### config.mk
export PLATFORM = sky130hd
export DESIGN_NAME = i2c_txn_scheduler
export DESIGN_NICKNAME = d
export VERILOG_FILES = /design/src/rtl/i2c_txn_scheduler_pkg.sv /design/src/rtl/i2c_txn_scheduler_rr_arbiter.sv /design/src/rtl/i2c_txn_scheduler.sv
export SDC_FILE = /design/constraint.sdc
export NUM_CORES = 1
export LEC_CHECK = 0
export ABC_AREA = 1
export CORE_MARGIN = 2
export CORE_UTILIZATION = 35
export CTS_BUF_LIST = sky130_fd_sc_hd__clkbuf_2 sky130_fd_sc_hd__clkbuf_4 sky130_fd_sc_hd__clkbuf_8
export DETAILED_ROUTE_END_ITERATION = 8
export PLACE_DENSITY_LB_ADDON = 0.12
export SLEW_MARGIN = 30
export SYNTH_ARGS = -nofsm -noshare
export SYNTH_HDL_FRONTEND = slang
export SYNTH_SLANG_ARGS = --single-unit
### constraint.sdc
create_clock -name clock -period 7.6 [get_ports clock]
set_clock_uncertainty 0.05 [all_clocks]
set_input_delay 1.52 -clock clock [delete_from_list [all_inputs] [get_ports clock]]
set_output_delay 1.52 -clock clock [all_outputs]
set_load 0.01 [all_outputs]
### src/rtl/i2c_txn_scheduler_pkg.sv
// Shared types and constants for the I2C transaction scheduler.
// FSM state encoding, status codes and the round-robin wrap helper.
package i2c_txn_scheduler_pkg;

  typedef enum logic [2:0] {
    S_IDLE,
    S_LATCH,
    S_START,
    S_RUN,
    S_DRAIN,
    S_DONE
  } state_t;

  typedef enum logic [1:0] {
    ST_OK      = 2'b00,
    ST_NACK    = 2'b01,
    ST_TIMEOUT = 2'b10,
    ST_BADLEN  = 2'b11
  } status_t;

  localparam int unsigned ADDR_W = 7;
  localparam int unsigned DATA_W = 32;
  localparam int unsigned NB_W   = 8;

  function automatic int unsigned rr_next(input int unsigned idx, input int unsigned n);
    return (idx + 1 >= n) ? 0 : idx + 1;
  endfunction

endpackage

### src/rtl/i2c_txn_scheduler_rr_arbiter.sv
// Round-robin arbiter: combinational pick starting at the pointer,
// pointer advances to owner+1 on an update pulse.
module rr_arbiter
  import i2c_txn_scheduler_pkg::*;
#(
  parameter int unsigned N = 4,
  localparam int unsigned IW = $clog2(N)
) (
  input  logic          clock,
  input  logic          reset,
  input  logic [N-1:0]  i_req,
  input  logic          i_enable,
  input  logic          i_update,
  input  logic [IW-1:0] i_owner,
  output logic [N-1:0]  o_grant,
  output logic [IW-1:0] o_winner
);

  logic [IW-1:0] r_ptr;
  logic [IW-1:0] w_idx;
  logic          w_found;

  always_comb begin
    o_grant  = '0;
    o_winner = '0;
    w_found  = 1'b0;
    w_idx    = '0;
    for (int unsigned k = 0; k < N; k++) begin
      w_idx = IW'((32'(r_ptr) + k) % N);
      if (i_enable && !w_found && i_req[w_idx]) begin
        w_found         = 1'b1;
        o_grant[w_idx]  = 1'b1;
        o_winner        = w_idx;
      end
    end
  end

  always_ff @(posedge clock or posedge reset) begin
    if (reset) begin
      r_ptr <= '0;
    end else if (i_update) begin
      r_ptr <= IW'(rr_next(32'(i_owner), N));
    end
  end

endmodule

### src/rtl/i2c_txn_scheduler.sv
// Shares one i2c_master between N_REQ requesters: round-robin grant,
// ena/busy sequencing, byte-count termination and a per-transaction watchdog.
module i2c_txn_scheduler
  import i2c_txn_scheduler_pkg::*;
#(
  parameter int unsigned N_REQ   = 4,
  parameter int unsigned TO_W    = 20,
  parameter int unsigned TIMEOUT = 1000000
) (
  input  logic                  clock,
  input  logic                  reset,
  input  logic [N_REQ-1:0]      req,
  input  logic [7*N_REQ-1:0]    req_addr,
  input  logic [N_REQ-1:0]      req_rw,
  input  logic [32*N_REQ-1:0]   req_wdata,
  input  logic [8*N_REQ-1:0]    req_nbytes,
  input  logic [N_REQ-1:0]      req_ronly,
  output logic [N_REQ-1:0]      grant,
  output logic [N_REQ-1:0]      done,
  output logic [31:0]           rdata,
  output logic [1:0]            status,
  output logic                  m_ena,
  output logic [6:0]            m_addr,
  output logic                  m_rw,
  output logic [31:0]           m_data_wr,
  output logic [7:0]            m_nbytes,
  output logic                  m_read_only,
  input  logic                  m_busy,
  input  logic [7:0]            m_byte_counter,
  input  logic [31:0]           m_data_rd,
  input  logic                  m_ack_error
);

  localparam int unsigned IW = $clog2(N_REQ);

  state_t            r_state;
  logic [IW-1:0]     r_owner;
  logic [TO_W-1:0]   r_wd;

  logic [N_REQ-1:0]  w_arb_grant;
  logic [IW-1:0]     w_arb_winner;
  int unsigned       w_sel;
  logic              w_counting;
  logic              w_timeout;

  assign w_sel      = 32'(w_arb_winner);
  assign w_counting = (r_state == S_START) || (r_state == S_RUN) || (r_state == S_DRAIN);
  assign w_timeout  = w_counting && (r_wd == TO_W'(TIMEOUT - 1));

  rr_arbiter #(.N(N_REQ)) u_arb (
    .clock    (clock),
    .reset    (reset),
    .i_req    (req),
    .i_enable (r_state == S_IDLE),
    .i_update (r_state == S_DONE),
    .i_owner  (r_owner),
    .o_grant  (w_arb_grant),
    .o_winner (w_arb_winner)
  );

  always_ff @(posedge clock or posedge reset) begin
    if (reset) begin
      r_state     <= S_IDLE;
      r_owner     <= '0;
      r_wd        <= '0;
      grant       <= '0;
      done        <= '0;
      rdata       <= '0;
      status      <= ST_OK;
      m_ena       <= 1'b0;
      m_addr      <= '0;
      m_rw        <= 1'b0;
      m_data_wr   <= '0;
      m_nbytes    <= '0;
      m_read_only <= 1'b0;
    end else begin
      done <= '0;
      if (w_counting) r_wd <= r_wd + 1'b1;
      // Watchdog outranks every in-flight state, so it also outranks NACK.
      if (w_timeout) begin
        m_ena          <= 1'b0;
        status         <= ST_TIMEOUT;
        done[r_owner]  <= 1'b1;
        r_state        <= S_DONE;
      end else begin
        case (r_state)
          S_IDLE: begin
            if (|w_arb_grant) begin
              grant       <= w_arb_grant;
              r_owner     <= w_arb_winner;
              m_addr      <= req_addr[w_sel*7 +: 7];
              m_rw        <= req_rw[w_arb_winner];
              m_data_wr   <= req_wdata[w_sel*32 +: 32];
              m_nbytes    <= req_nbytes[w_sel*8 +: 8];
              m_read_only <= req_ronly[w_arb_winner];
              r_wd        <= '0;
              r_state     <= S_LATCH;
            end
          end
          S_LATCH: begin
            r_wd <= '0;
            if (m_nbytes == '0) begin
              status        <= ST_BADLEN;
              done[r_owner] <= 1'b1;
              r_state       <= S_DONE;
            end else begin
              m_ena   <= 1'b1;
              r_state <= S_START;
            end
          end
          S_START: begin
            if (m_busy) r_state <= S_RUN;
          end
          S_RUN: begin
            if (m_byte_counter >= m_nbytes) begin
              m_ena   <= 1'b0;
              r_state <= S_DRAIN;
            end
          end
          S_DRAIN: begin
            if (!m_busy) begin
              rdata         <= m_data_rd;
              status        <= m_ack_error ? ST_NACK : ST_OK;
              done[r_owner] <= 1'b1;
              r_state       <= S_DONE;
            end
          end
          S_DONE: begin
            grant   <= '0;
            r_state <= S_IDLE;
          end
          default: r_state <= S_IDLE;
        endcase
      end
    end
  end

endmodule

==> flow_summary.json, run 1 <==
{
  "status": "completed",
  "ctsHoldBuffers": 0,
  "nets": 1803,
  "mostFrequentLayoutCells": "481 x nand2_1, 335 x clkdlybuf4s50_1, 182 x nand3_1, 153 x inv_1, 119 x dfrtp_1",
  "vias": 8752,
  "timing.rr.start": "u_arb.r_ptr[0]$_DFFE_PP0P_",
  "maxCapViolCount": 0,
  "slew_headroom_pct": 47.01,
  "clk_pin_slew_ns": 0.08,
  "fmax_mhz": 233.0,
  "maxSlewViolCount": 0,
  "avgSynthCellArea_um2": 6.728,
  "setup_viol": 0,
  "synth_top_flop_cell": "dfrtp_1",
  "ir_drop_uv": 284.3,
  "ys_warn_count": 0,
  "wl_per_cell_um": 15.46,
  "wl_mm": 28.96,
  "drive_gt1_share_pct": 4.320,
  "finalSetupTns_ns": 0,
  "avgViaCountPerCell": 4.670,
  "cts_sinks": 119,
  "die_x_um": 158.5,
  "grt_max_degree": 70,
  "drcViolationCount": 0,
  "antenna_found_initial": 2,
  "antenna_left": 0,
  "post-cts-setup-buffers": 0,
  "numCtsBuffers": 17,
  "tightest_slew_ns": 0.7948,
  "grt_setup_unrepaired": "no",
  "port_buffers": 335,
  "syn-instance-count": 1241,
  "reg2reg_depth": 15,
  "final_common_cell": "nand2_1",
  "ctsRootBufferMaster": "clkbuf_8",
  "worstPathRequired_ns": 7.88,
  "syn_area_um2": 8349,
  "synthToLayoutAreaGrowth_pct": 47.61,
  "insertion_delay_ns": 0.45,
  "fin_crit_sh_pct": 56.47,
  "htreeDepth": 4,
  "grtUsageTotal_pct": 23.22,
  "start_util_pct": 35.57,
  "fin_crit_ns": 4.292,
  "gp_congestion": 0.8712,
  "drt_iter0_markers": 495,
  "cts_tree": "done",
  "io_pins": 336,
  "post_cts_resized": 0,
  "worstHoldPathType": "flip-flop to flip-flop",
  "fin_ws_ns": 3.308,
  "grt_pass1_vias": 8427,
  "die_h_um": 158.5,
  "drt-pass1-iter-count": 5,
  "synth_nets": 1506,
  "grt_overflow": 0,
  "synth_edf_count": 0,
  "r2r_setup_slack_ns": 3.77,
  "p_leak_nw": 6.141,
  "worst_setup_path_start_kind": "primary input",
  "synth.distinct_cells": 36,
  "synth_seq_cells": 119,
  "core_area_um2": 23470,
  "synth-async-reset-ratio_pct": 100.0,
  "hp-start": "rdata[1]$_DFFE_PP0P_",
  "cp_max_fo": 54,
  "grt_pass1_wl_mm": 45.12,
  "synth_seq_area_share_pct": 35.67,
  "worst_setup_path_end_kind": "flip-flop",
  "whs_path_depth": 2,
  "hpwl_mm": 21.03,
  "preCtsSetupSlack_ns": 2.675,
  "crit_arrival_ns": 4.57,
  "hold_viol_final": 0,
  "cellPowerDensity_nw_per_um2": 382.9,
  "rows": 56,
  "dieArea_um2": 25110,
  "clk_path_buf_depth": 2,
  "worstSetupPathType": "primary input to flip-flop",
  "holdPathEnd": "rdata[1]$_DFFE_PP0P_",
  "reg2reg_to": "m_data_wr[14]$_DFFE_PP0P_"
}
==> worst max-delay path, stage by stage <==
cell	delay (ns)
clkdlybuf4s50_1	0.48
nand2_1	0.10
nand3_1	0.13
nand2_2	0.13
nor2_2	0.24
o21bai_2	0.20
nand2_4	0.25
nand2_4	0.51
buf_4	0.56
nand2_1	0.11
nand3_1	0.13
nand2_1	0.07
nand2_1	0.06
nand2_1	0.05
==> per-stage QoR <==
| step | power [mW] | hold WS (ns) | area, µm² | util, % | instances |
|---|---|---|---|---|---|
| floorplan | 3.035 | 0.4586 | 8349 | - | 1241 |
| global placement | 4.093 | 0.4034 | 11850 | 50.49 | 1837 |
| detailed placement | 4.123 | 0.4072 | 11860 | 50.51 | 1837 |
| CTS | 4.767 | 0.4270 | 12280 | 52.31 | 1869 |
| global route | 5.192 | 0.4384 | 12310 | 52.46 | 1870 |
| finish | 4.719 | 0.4220 | 12320 | 52.51 | 1874 |
==> flip-flops by register name, summed over array words and instances (netlist names), 2 cells and up <==
register and cells:
status 2, m_nbytes 8, m_data_wr 32, done 4
r_wd 20, r_state 3, r_owner 2, u_arb.r_ptr 2
rdata 32, m_addr 7, grant 4
==> cells in the mapped netlist, types with 2 or more instances <==
library cell    n  area share [%]
clkbuf_1       23             1.0
o21ai_0        11            0.66
nor3_1         12            0.72
buf_2          33             2.0
a21oi_1         6            0.36
nand4_1        10            0.75
xnor2_1         4            0.42
nor2_2          2            0.15
buf_6           4            0.54
ha_1           21             3.1
dfrtp_1       119              36
nand3b_1       99             8.9
inv_2           4            0.18
nand2_2         2            0.15
xor2_1         14             1.5
buf_1           3            0.13
nor4_1          3            0.22
nand2_1       483              22
nor2_1         31             1.4
inv_1         154             6.9
nand2_4         2            0.27
nand3_1       182              11
nand3_2         2            0.24
buf_4           4            0.36
o2111ai_1       2            0.21
==> cell families (layout without fill, tap and decap cells) <==
| group | after synthesis | after routing | synth area share (%) |
|---|---|---|---|
| AO/OA/AOI/OAI | 24 | 24 | 1.798 |
| XOR/XNOR | 18 | 18 | 1.888 |
| adder cells (fa/ha/maj) | 21 | 21 | 3.147 |
| buffers and inverters | 225 | 535 | 11.15 |
| flip-flops | 119 | 119 | 35.67 |
| other | 0 | 4 | 0 |
| AND/OR/NAND/NOR | 834 | 834 | 46.35 |
==> where the power goes <==
group          internal, mW  switching [mW]
logic                  1.16            1.85
registers             0.911           0.168
clock network         0.335           0.294
total                  2.41            2.31
==> worst max-delay path by stage <==
stage	from	depth (start not counted)	end	slack, ns
after CTS	req[0]	14	m_data_wr[14]$_DFFE_PP0P_	3.15
after detailed placement	req[0]	14	m_data_wr[14]$_DFFE_PP0P_	2.68
after global placement	req[0]	14	m_data_wr[14]$_DFFE_PP0P_	2.74
final	req[3]	14	m_data_wr[14]$_DFFE_PP0P_	3.31
after floorplan	reset	1	done[0]$_DFF_PP0_	2.87
after global routing	req[3]	14	m_addr[6]$_DFFE_PP0P_	3.00
==> routing by layer <==
metal | vias up | wire, µm | track usage (%)
li1 | 4492 | - | -
met3 | 36 | 2433 | 7.730
met2 | 267 | 13670 | 38.16
met5 | - | 0 | 0
met1 | 3957 | 12070 | 28.53
met4 | 0 | 794 | 8.065
==> final cells by class <==
class                   instances  area, µm²
clock inverters                14      175.2
flip-flops and latches        119       2978
inverters                     158      598.1
clock buffers                  18      247.7
well taps                     319      399.1
repair buffers                345       3448
multi-input cells             897       4468
fillers                      2319      11150
diodes                          4      10.01
No activity file was read; power rests on OpenSTA's default activity.
==> inputs of run 2 (changes only) <==
==> constraint.sdc (replaced) <==
create_clock -name clock -period 4.45 [get_ports clock]
set_clock_uncertainty 0.05 [all_clocks]
set_input_delay 0.89 -clock clock [delete_from_list [all_inputs] [get_ports clock]]
set_output_delay 0.89 -clock clock [all_outputs]
set_load 0.01 [all_outputs]
==> flow_summary.json, run 2 (same netlist as run 1, synthesis figures left out) <==
{
  "numCtsBuffers": 17,
  "post-cts-setup-buffers": 0,
  "ctsHoldBuffers": 0,
  "core_area_um2": 23470,
  "ctsRootBufferMaster": "clkbuf_8",
  "worst_setup_path_end_kind": "flip-flop",
  "insertion_delay_ns": 0.45,
  "multiInputGateArea_um2": 4457,
  "antenna_found_initial": 3,
  "grt.busiest_layer": "met2",
  "rows": 56,
  "fin_util_pct": 52.80,
  "fmax_mhz": 290.8,
  "finalSetupTns_ns": 0,
  "worstPathRequired_ns": 4.75,
  "drt-pass1-iter-count": 5,
  "worst_setup_path_start_kind": "flip-flop",
  "mostFrequentLayoutCells": "482 x nand2_1, 335 x clkdlybuf4s50_1, 182 x nand3_1, 153 x inv_1, 119 x dfrtp_1",
  "tightest_slew_ns": 0.7260,
  "wl_mm": 28.94,
  "drt_iter0_markers": 480,
  "clk_pin_slew_ns": 0.09,
  "dieArea_um2": 25110,
  "hpwl_mm": 21.49,
  "stdcell_count": 1879,
  "grtUsageTotal_pct": 23.11,
  "cts_sinks": 119,
  "synthToLayoutAreaGrowth_pct": 48.45,
  "ir_drop_uv": 523.9,
  "cp_max_fo": 32,
  "maxCapViolCount": 0,
  "nets": 1810,
  "grt_max_degree": 99,
  "dpl_cell_area_um2": 11960,
  "gp_congestion": 0.8614,
  "final-seq-area_um2": 2978,
  "crit_arrival_ns": 3.74,
  "p_leak_nw": 6.188,
  "final_common_cell": "nand2_1",
  "port_buffers": 335,
  "drcViolationCount": 0,
  "cellPowerDensity_nw_per_um2": 657.3,
  "top_regs": "m_data_wr: 32 flops, rdata: 32 flops, r_wd: 20 flops",
  "slew_headroom_pct": 51.60,
  "start_util_pct": 35.57,
  "worstSetupPathType": "flip-flop to flip-flop",
  "grt_pass1_wl_mm": 45.09,
  "post_cts_resized": 0,
  "met3_usage_pct": 8.302,
  "drive_gt1_share_pct": 4.685,
  "hold_slack_ns": 0.4230,
  "wl_per_cell_um": 15.40,
  "setup_viol": 0,
  "maxSlewViolCount": 0,
  "grt_pass1_vias": 8476,
  "use_met1_pct": 27.27,
  "status": "completed",
  "n_fill_cell": 2291,
  "die_x_um": 158.5,
  "vias": 8843,
  "grt_setup_unrepaired": "no",
  "cts_tree": "done",
  "grt_util_met2_pct": 39.07,
  "hold_viol_final": 0,
  "die_h_um": 158.5,
  "placed_cells": 1845,
  "antenna_left": 0,
  "io_pins": 336,
  "avgViaCountPerCell": 4.706,
  "final_cell_area_um2": 12390,
  "grt_overflow": 0,
  "fin_crit_ns": 3.438,
  "clk_path_buf_depth": 2,
  "worstHoldPathType": "flip-flop to flip-flop",
  "fin_crit_sh_pct": 77.26,
  "htreeDepth": 4
}
-- run 2: changes by cell type in the layout (fill, tap and decap cells not counted), sizes merged --
| cell | previous run | this run |
|---|---|---|
| buf | 10 | 17 |
| clkbuf | 18 | 17 |
| clkinvlp | 3 | 0 |
| diode | 4 | 2 |
| inv | 159 | 163 |
-- run 2: final cells by class --
type	count	share of cell area (%)
Multi-Input combinational cell	897	35.96
Clock inverter	15	1.555
Clock buffer	17	1.888
Timing Repair Buffer	352	28.49
Tap cell	319	3.220
Inverter	158	4.825
Antenna cell	2	0.04038
Sequential cell	119	24.03
-- run 2: report_power, final --
| part | total [mW] | switching, mW | internal, mW |
|---|---|---|---|
| Sequential | 1.85 | 0.294 | 1.56 |
| Clock | 1.09 | 0.526 | 0.569 |
| Combinational | 5.20 | 3.14 | 2.07 |
| Total | 8.15 | 3.96 | 4.19 |
-- run 2: worst paths after layout --
check	from	end	slack (ns)	cells past startpoint
worst min-delay path	rdata[24]$_DFFE_PP0P_	rdata[24]$_DFFE_PP0P_	0.42	2
worst max-delay path	u_arb.r_ptr[1]$_DFFE_PP0P_	m_data_wr[7]$_DFFE_PP0P_	1.01	16
worst min register to register	rdata[24]$_DFFE_PP0P_	rdata[24]$_DFFE_PP0P_	0.42	2
max in group asynchronous	reset	m_data_wr[28]$_DFFE_PP0P_	2.75	3
worst max register to register	u_arb.r_ptr[1]$_DFFE_PP0P_	m_data_wr[7]$_DFFE_PP0P_	1.01	16
min in group asynchronous	reset	rdata[21]$_DFFE_PP0P_	0.89	2
-- run 2: per-layer routing --
layer	vias up	share of wire, %
li1	4506	-
met1	4014	40
met2	288	49
met3	35	9.3
met4	0	2.0
met5	-	0
-- run 2: worst max-delay path, cell delays in order, from the launching register on --
cell	delay (ns)
dfrtp_1	0.53
inv_1	0.22
ha_1	0.42
inv_1	0.10
nand3_2	0.11
nand2_1	0.12
nand3_4	0.15
nor2_8	0.06
nor2_1	0.16
nand2_4	0.26
nand2_4	0.37
buf_4	0.38
nand2_1	0.11
nand3_1	0.08
nand2_1	0.06
nand2_1	0.05
nand2_1	0.06
-- run 2: metrics by stage --
stage,total power [mW],worst slack (ns)
6_report,8.147,1.012
5_1_grt,8.964,0.7002
4_1_cts,8.249,1.017
3_5_place_dp,7.122,0.7437
3_3_place_gp,7.073,0.8442
2_1_floorplan,5.184,0.3525
==> inputs of run 3 (changes only) <==
==> constraint.sdc (replaced) <==
create_clock -name clock -period 3.3 [get_ports clock]
set_clock_uncertainty 0.05 [all_clocks]
set_input_delay 0.66 -clock clock [delete_from_list [all_inputs] [get_ports clock]]
set_output_delay 0.66 -clock clock [all_outputs]
set_load 0.01 [all_outputs]
==> flow_summary.json, run 3 (same netlist as run 1, synthesis figures left out) <==
{
  "die_x_um": 158.5,
  "mostFrequentLayoutCells": "482 x nand2_1, 335 x clkdlybuf4s50_1, 182 x nand3_1, 153 x inv_1, 119 x dfrtp_1",
  "ctsHoldBuffers": 0,
  "whs_path_depth": 2,
  "vias": 8845,
  "nets": 1820,
  "antenna_found_initial": 3,
  "avgViaCountPerCell": 4.687,
  "switching_power_mw": 5.356,
  "grt_setup_unrepaired": "no",
  "insertion_delay_ns": 0.45,
  "final_cell_area_um2": 12510,
  "p_total_mw": 11.19,
  "grt_max_degree": 80,
  "hold_viol_final": 0,
  "seqPwrFrac_pct": 22.0,
  "post-cts-setup-buffers": 0,
  "synthToLayoutAreaGrowth_pct": 49.84,
  "timing.rr.start": "u_arb.r_ptr[0]$_DFFE_PP0P_",
  "cellPowerDensity_nw_per_um2": 894.3,
  "drt-pass1-iter-count": 5,
  "core_area_um2": 23470,
  "dieArea_um2": 25110,
  "grt_overflow": 0,
  "fin_util_pct": 53.30,
  "reg2reg_to": "m_nbytes[0]$_DFFE_PP0P_",
  "numCtsBuffers": 17,
  "setup_viol": 0,
  "cts_sinks": 119,
  "htreeDepth": 4,
  "wl_mm": 28.46,
  "final_common_cell": "nand2_1",
  "preCtsSetupSlack_ns": 0.2894,
  "worst_setup_path_end_kind": "flip-flop",
  "dpl_cell_area_um2": 12090,
  "sw_frac_of_total_pct": 47.87,
  "start_util_pct": 35.57,
  "maxCapViolCount": 0,
  "fin_ws_ns": 0.5394,
  "grt_pass1_wl_mm": 43.93,
  "status": "completed",
  "die_h_um": 158.5,
  "grtUsageTotal_pct": 22.45,
  "wl_per_cell_um": 15.08,
  "fin_crit_ns": 2.761,
  "ctsRootBufferMaster": "clkbuf_8",
  "internal_power_mw": 5.833,
  "fin_crit_sh_pct": 83.66,
  "holdPathEnd": "rdata[27]$_DFFE_PP0P_",
  "drt_iter0_markers": 435,
  "p_leak_nw": 6.239,
  "worst_setup_path_start_kind": "flip-flop",
  "clk_path_buf_depth": 2,
  "post_cts_resized": 0,
  "maxSlewViolCount": 0,
  "crit_arrival_ns": 3.04,
  "clk_pin_slew_ns": 0.08,
  "antenna_cells": 0,
  "gp_congestion": 0.8667,
  "drive_gt1_share_pct": 5.293,
  "io_pins": 336,
  "rows": 56,
  "fmax_mhz": 362.2,
  "port_buffers": 335,
  "worstHoldPathType": "flip-flop to flip-flop",
  "finalSetupTns_ns": 0,
  "tightest_slew_ns": 0.6959,
  "hpwl_mm": 21.07,
  "worstSetupPathType": "flip-flop to flip-flop",
  "startpoint": "u_arb.r_ptr[0]$_DFFE_PP0P_",
  "power_frac_clock_pct": 13.0,
  "drcViolationCount": 0,
  "worstPathRequired_ns": 3.58,
  "hp-start": "rdata[27]$_DFFE_PP0P_",
  "grt_pass1_vias": 8402,
  "top_regs": "m_data_wr: 32 flops, rdata: 32 flops, r_wd: 20 flops",
  "r2r_setup_slack_ns": 0.54,
  "cts_tree": "done",
  "antenna_left": 0,
  "cp_max_fo": 79,
  "ir_drop_uv": 760.7,
  "slew_headroom_pct": 53.29,
  "combPwrFrac_pct": 65.0,
  "reg2reg_depth": 15
}
[run 3: worst max-delay path by stage]
stage / to / slack (ns) / cells past startpoint
2_1_floorplan: m_data_wr[0]$_DFFE_PP0P_ / 0.82 / 15
3_3_place_gp: m_nbytes[0]$_DFFE_PP0P_ / 0.30 / 14
3_5_place_dp: m_nbytes[0]$_DFFE_PP0P_ / 0.29 / 14
4_1_cts: m_nbytes[0]$_DFFE_PP0P_ / 0.60 / 15
5_1_grt: rdata[19]$_DFFE_PP0P_ / 0.39 / 9
6_report: m_nbytes[0]$_DFFE_PP0P_ / 0.54 / 15
[run 3: worst max-delay path: stages, from the launching register on]
cell and delay, ns:
dfrtp_1 0.37, inv_2 0.05, ha_1 0.37, inv_1 0.11
nand3_2 0.11, nand2_1 0.16, nand3_4 0.14, nor2_8 0.18
nor2_1 0.09, nand2_4 0.10, buf_12 0.30, nand3b_1 0.14
nand3_1 0.13, nand2_1 0.14, nand2_1 0.09, nand2_1 0.05
[run 3: per-stage QoR]
step	std cells	hold WS, ns
6_report	1887	0.4220
5_1_grt	1887	0.4401
4_1_cts	1887	0.4272
3_5_place_dp	1855	0.4087
3_3_place_gp	1855	0.4024
2_1_floorplan	1241	0.4586
[run 3: layout make-up]
class	count	area (µm²)
fill	2352	10960
tap	319	399.1
multi-input combinational	897	4457
inverter	158	596.8
clock buffer	17	234.0
timing repair buffer	362	3656
sequential	119	2978
clock inverter	15	190.2
[run 3: power groups by stage]
| stage | Combinational (mW) | Clock, mW | Sequential, mW |
|---|---|---|---|
| global placement | 7.30 | 0 | 2.47 |
| finish | 7.27 | 1.45 | 2.47 |
| CTS | 7.37 | 1.50 | 2.47 |
| detailed placement | 7.36 | 0 | 2.48 |
| floorplan | 4.30 | 0 | 2.69 |
| global route | 8.19 | 1.57 | 2.54 |
[run 3: routing by layer]
layer,track usage [%],up-vias,wire length [µm]
met2,37.35,284,13570
met4,7.593,2,822
li1,-,4522,-
met3,8.383,51,2506
met1,26.74,3986,11550
met5,0,-,13
